## src/rtl/cpu_bus_arbiter.sv

```systemverilog
// rtl/cpu_bus_arbiter.sv - 6502 bus ownership arbiter between the CPU core and one DMA requester.
// Define ARB_TIMEOUT_EN to bound each grant to GRANT_MAX cycles.
module cpu_bus_arbiter #(
    parameter int unsigned HOLDOFF_CYCLES = 4,
    parameter int unsigned GRANT_MAX      = 64,
    parameter int unsigned CNT_W          = 8
) (
    input  logic        clk,
    input  logic        RESETn,
    input  logic        cpu_rwn,
    output logic        cpu_rdy,
    output logic        cpu_aec,
    input  logic        dma_req,
    output logic        dma_gnt,
    output logic        dma_timeout,
    output logic [15:0] busy_cycles
);

    typedef enum logic [2:0] {
        S_IDLE,
        S_STALL,
        S_HANDOFF,
        S_GRANT,
        S_RELEASE,
        S_HOLDOFF
    } state_t;

    localparam int unsigned CNT_NEED = (GRANT_MAX > HOLDOFF_CYCLES) ? GRANT_MAX : HOLDOFF_CYCLES;
    localparam logic [CNT_W-1:0] HOLD_LAST =
        CNT_W'((HOLDOFF_CYCLES > 0) ? (HOLDOFF_CYCLES - 1) : 0);
`ifdef ARB_TIMEOUT_EN
    localparam logic [CNT_W-1:0] GRANT_LAST = CNT_W'(GRANT_MAX);
`endif

    generate
        if ($clog2(CNT_NEED + 1) > CNT_W) begin : g_cnt_w_too_small
            $error("CNT_W cannot hold max(GRANT_MAX, HOLDOFF_CYCLES)");
        end
    endgenerate

    state_t           state_q, state_d;
    logic [CNT_W-1:0] cnt_q, cnt_d;
    logic             armed_q, armed_d;
    logic             timeout_d;

    // The one counter serves as grant-length counter in GRANT and holdoff countdown in HOLDOFF.
    always_comb begin
        state_d   = state_q;
        cnt_d     = cnt_q;
        armed_d   = armed_q | ~dma_req;
        timeout_d = 1'b0;
        case (state_q)
            S_IDLE: begin
                if (dma_req && armed_q) begin
                    state_d = S_STALL;
                end
            end
            S_STALL: begin
                if (!dma_req) begin
                    state_d = S_IDLE;
                end else if (cpu_rwn) begin
                    state_d = S_HANDOFF;
                end
            end
            S_HANDOFF: begin
                state_d = S_GRANT;
                cnt_d   = CNT_W'(1);
            end
            S_GRANT: begin
                if (!dma_req) begin
                    state_d = S_RELEASE;
                end
`ifdef ARB_TIMEOUT_EN
                else if (cnt_q == GRANT_LAST) begin
                    state_d   = S_RELEASE;
                    timeout_d = 1'b1;
                    armed_d   = 1'b0;
                end else begin
                    cnt_d = cnt_q + CNT_W'(1);
                end
`endif
            end
            S_RELEASE: begin
                if (HOLDOFF_CYCLES == 0) begin
                    state_d = S_IDLE;
                end else begin
                    state_d = S_HOLDOFF;
                    cnt_d   = HOLD_LAST;
                end
            end
            S_HOLDOFF: begin
                if (cnt_q == '0) begin
                    state_d = S_IDLE;
                end else begin
                    cnt_d = cnt_q - CNT_W'(1);
                end
            end
            default: begin
                state_d = S_IDLE;
            end
        endcase
    end

    // Outputs are decoded from the next state so they change on the same edge as the state.
    always_ff @(posedge clk or negedge RESETn) begin
        if (!RESETn) begin
            state_q     <= S_IDLE;
            cnt_q       <= '0;
            armed_q     <= 1'b1;
            cpu_rdy     <= 1'b1;
            cpu_aec     <= 1'b1;
            dma_gnt     <= 1'b0;
            dma_timeout <= 1'b0;
            busy_cycles <= 16'h0000;
        end else begin
            state_q     <= state_d;
            cnt_q       <= cnt_d;
            armed_q     <= armed_d;
            cpu_rdy     <= (state_d == S_IDLE) || (state_d == S_HOLDOFF);
            cpu_aec     <= !((state_d == S_HANDOFF) || (state_d == S_GRANT));
            dma_gnt     <= (state_d == S_GRANT);
            dma_timeout <= timeout_d;
            if (!cpu_rdy && (busy_cycles != 16'hFFFF)) begin
                busy_cycles <= busy_cycles + 16'h0001;
            end
        end
    end

endmodule

```

## config.mk

```make
export PLATFORM = sky130hd
export DESIGN_NAME = cpu_bus_arbiter
export DESIGN_NICKNAME = d
export VERILOG_FILES = /design/src/rtl/cpu_bus_arbiter.sv
export SDC_FILE = /design/constraint.sdc
export NUM_CORES = 1
export LEC_CHECK = 0
export BUFFER_PORTS_ARGS = -buffer_cell sky130_fd_sc_hd__buf_4
export CORE_ASPECT_RATIO = 0.75
export CORE_MARGIN = 2
export CORE_UTILIZATION = 47
export DETAILED_ROUTE_END_ITERATION = 7
export PLACE_DENSITY = 0.75
export SYNTH_ARGS = -nofsm -noshare
export SYNTH_HDL_FRONTEND = slang
export SYNTH_SLANG_ARGS = --single-unit
```

## constraint.sdc

```tcl
create_clock -name clk -period 1.8 [get_ports clk]
set_clock_uncertainty 0.1 [all_clocks]
set_input_delay 0.36 -clock clk [delete_from_list [all_inputs] [get_ports clk]]
set_output_delay 0.36 -clock clk [all_outputs]
set_load 0.03 [all_outputs]
```

==> key figures <==
Final layout
  – Register area: 790 µm²
  – Share of cells above drive strength 1: 31.6%
  – Final std cell area, no fill: around 2000 µm²
  – Finished Layout Cells: 236
  – Commonest non-fill, non-tap cell in the layout: buf_4
  – Area Overhead vs Synth: 22.2%
  – Ant diodes: 0
  – Final net count: 201
  – Area of the multi-input gates: 850 µm²
  – Leading cell types in the layout, fill and taps excluded: buf_4, dfrtp_1, nor2_1, nand2_1, xor2_1
  – Fillers: between 200 and 300

Synth
  – Top-area cell type share of the netlist area: 42.3%
  – Post-synthesis adder-cell area fraction: 1.51%
  – Post-synth top area cell: dfrtp_1
  – Syn Area/Cell: 10.1 µm²
  – Library cells used by synthesis: 48
  – Ys async rst share: 100%
  – #FFs+latches synth: 31
  – Count of yosys warnings during synthesis: 0
  – Synth Area in XOR/XNOR: about 6.3%
  – Synth area leaders: dfrtp_1, xor2_1, dfstp_2
  – Number of flops mapped to enable cells by yosys: 0
  – Syn Inst Count: 164
  – Simple-gate portion of the synthesized area: 28.3%
  – Synth Cell Area: 1660 µm²
  – Synthesized net count: 170
  – Largest family of logic cells by synthesized area: simple AND/OR/NAND/NOR gates
  – Area fraction in compound gates after synthesis: 10.5%
  – Post-synthesis sequential area ratio: 47.1%
  – Top_reg_cell synth: dfrtp_1
  – Mux share of post-synthesis cell area: about 2.9%

Route
  – Routed wire length: 3.39 mm
  – Detailed Route Iter0 Violations: 64
  – Post-route ant nets: 0
  – Post-route DRC: 0
  – 1st-pass router iterations: 4
  – Vias/cell: between 5 and 6
  – Vias post-DR: 1,334
  – WL per Instance: 14.4 µm

Power and ir drop
  – Leak: 0.000928 µW
  – Combinational fraction of design power: between 40 and 50%
  – Peak VDD IR: between 700 and 800 µV
  – Sequential power share: roughly 40%
  – Switching Share: around 41%
  – Pwr dens: 1430 nW/µm²
  – Internal power: 1700 µW
  – P_sw: 1200 µW
  – Clock Power Share: 17.9%

Floorplanning
  – I/O pin count: 24
  – Die Wd: 72.6 µm
  – Core area: 3330 µm²
  – Effective utilization at floorplan: 49.7%
  – Chip Height: 55.4 µm
  – Die Footprint: a little over 4000 µm²
  – # rows: 18

Outcome
  – Status: complete, no violations

STA
  – Slew Viols, Final: 0
  – FMAX: 586 MHz
  – Period minus WS final: around 1.7 ns
  – Worst hold slack: 0.142 ns
  – Hold Vio Cnt, Final: 0
  – Setup TNS: 0 ns
  – # setup viols final: 0
  – RSZ-0062 raised after global routing: no
  – Fin crit share: a little over nine tenths

Worst setup path
  – Maximum fanout along the worst path: 6
  – R2r startpoint: cnt_q[0]
  – FF-to-FF path depth: 5
  – Kind of critical path: register to register
  – RR Endpoint: cnt_q[7]
  – Worst Setup Start Kind: register
  – Nature of the critical path endpoint: register
  – Data required, critical path: 1.91 ns
  – WP data arrival: between 1.5 and 2 ns
  – R2R Setup Slk: 0.09 ns

GRT
  – Initial antenna violation count: 0
  – Met2 Resource Use GR: 29.2%
  – Grt met3 use: 7.48%
  – Met1 usage: 25.5%
  – First-pass GRT wire length: 5.97 mm
  – Gr busiest metal: met2
  – GRT Util Overall: approximately a fifth
  – Largest net degree at the start of global routing: 32
  – GRT overflow: 0
  – Vias in the first global route: 1,318

Placed design
  – Gpl congestion: 0.796
  – Placed cell area: 1910 µm²
  – Placed cell count: 225
  – PortBufs: 22
  – Final HPWL DP: ~2.5 mm

Clock tree
  – Clock slew at reported path FFs: 0.06 ns
  – Total number of H-tree levels: 2
  – Clock Path Buffers: 2
  – Clk root buf: clkbuf_8
  – Clock Latency Late Sink: 0.28 ns
  – Clock sinks: 31
  – CTS tree: yes
  – CTS Buf Count: 5

Min path
  – Hold depth: 2
  – Worst hold start: dma_req
  – Hold Crit Class: input pin to register
  – Hold Path End: armed_q

Flow run
  – Max-cap violations: 0
## power by group through the flow
stage / clock network [µW] / logic, µW / registers [µW]
finish: 518 / 1220 / 1160
global route: 579 / 1340 / 1200
CTS: 533 / 1190 / 1160
detailed placement: 0 / 1190 / 1170
global placement: 0 / 1150 / 1150
floorplan: 0 / 644 / 1320
## synth_stat cells (2+ instances only)
cell type	number
nand4_2	2
xnor2_1	2
nand4_1	5
o21a_1	3
or3_1	2
a211oi_1	2
or3_4	2
and3_1	2
inv_1	7
dfstp_2	3
xor2_1	10
o21ai_0	3
dfrtp_1	28
nor2b_1	3
nor4_2	2
nor3b_1	3
nor3_1	8
a31oi_1	2
a21oi_1	8
ha_1	2
mux2_2	2
nor2_1	12
o221ai_1	2
clkbuf_1	5
nand3_1	8
nand2b_1	3
nand2_1	12
## worst max-delay path: stages (launching register included)
cell and delay (ns):
dfrtp_1 0.39, inv_1 0.09, ha_2 0.22, and3_2 0.22, or4_1 0.47, a21oi_1 0.15
## routing by layer
metal	share of wire [%]	wire, µm
met5	0	0
met4	0.30	10
met3	4.6	156
met2	46	1550
met1	49	1680
## state kept, by name (all words and copies together) (netlist names)
register     count
armed_q          1
busy_cycles     16
cnt_q            8
cpu_aec          1
cpu_rdy          1
dma_gnt          1
state_q          3
## per-stage QoR
stage / utilization, % / power (µW) / setup WS (ns)
6_report: 60.7 / 2900 / 0.0925
5_1_grt: 60.7 / 3120 / 0.0238
4_1_cts: 59.9 / 2880 / 0.0152
3_5_place_dp: 57.2 / 2360 / 0.0318
3_3_place_gp: 57.2 / 2300 / 0.104
2_1_floorplan: - / 1960 / 0.0142
## cells by family after synthesis
kind of cell    Yosys count
simple gates             75
flops                    31
compound gates           26
buf+inv                  13
xor+xnor                 12
mux                       4
fa+ha+maj                 2
other cells               1
## area by class of cell
class                      instances  area share [%]
clock buffer                       7            3.77
tap                               40            2.47
timing repair buffer              30            11.2
inverter                           7            1.30
clock inverter                     1           0.247
multi-input combinational        120            42.0
sequential                        31            39.0
## timing repair
| item | in CTS | in global routing |
|---|---|---|
| buffers inserted | 0 | 2 |
| resized for setup | 0 | 3 |
| endpoints found under the hold margin | 28 | 0 |
| hold buffers | 1 | 0 |
| endpoints found under the setup margin | 0 | 1 |
## worst max path at each step
stage	from	slack (ns)	cells after the start	endpoint
2_1_floorplan	busy_cycles[13]	0.01	4	busy_cycles[1]
3_3_place_gp	cnt_q[0]	0.10	5	cnt_q[7]
3_5_place_dp	cnt_q[0]	0.03	5	cnt_q[7]
4_1_cts	cnt_q[0]	0.02	5	cnt_q[7]
5_1_grt	cnt_q[2]	0.02	4	cnt_q[0]
6_report	cnt_q[0]	0.09	5	cnt_q[7]
Note: power is estimated with default switching activity, not from simulation.
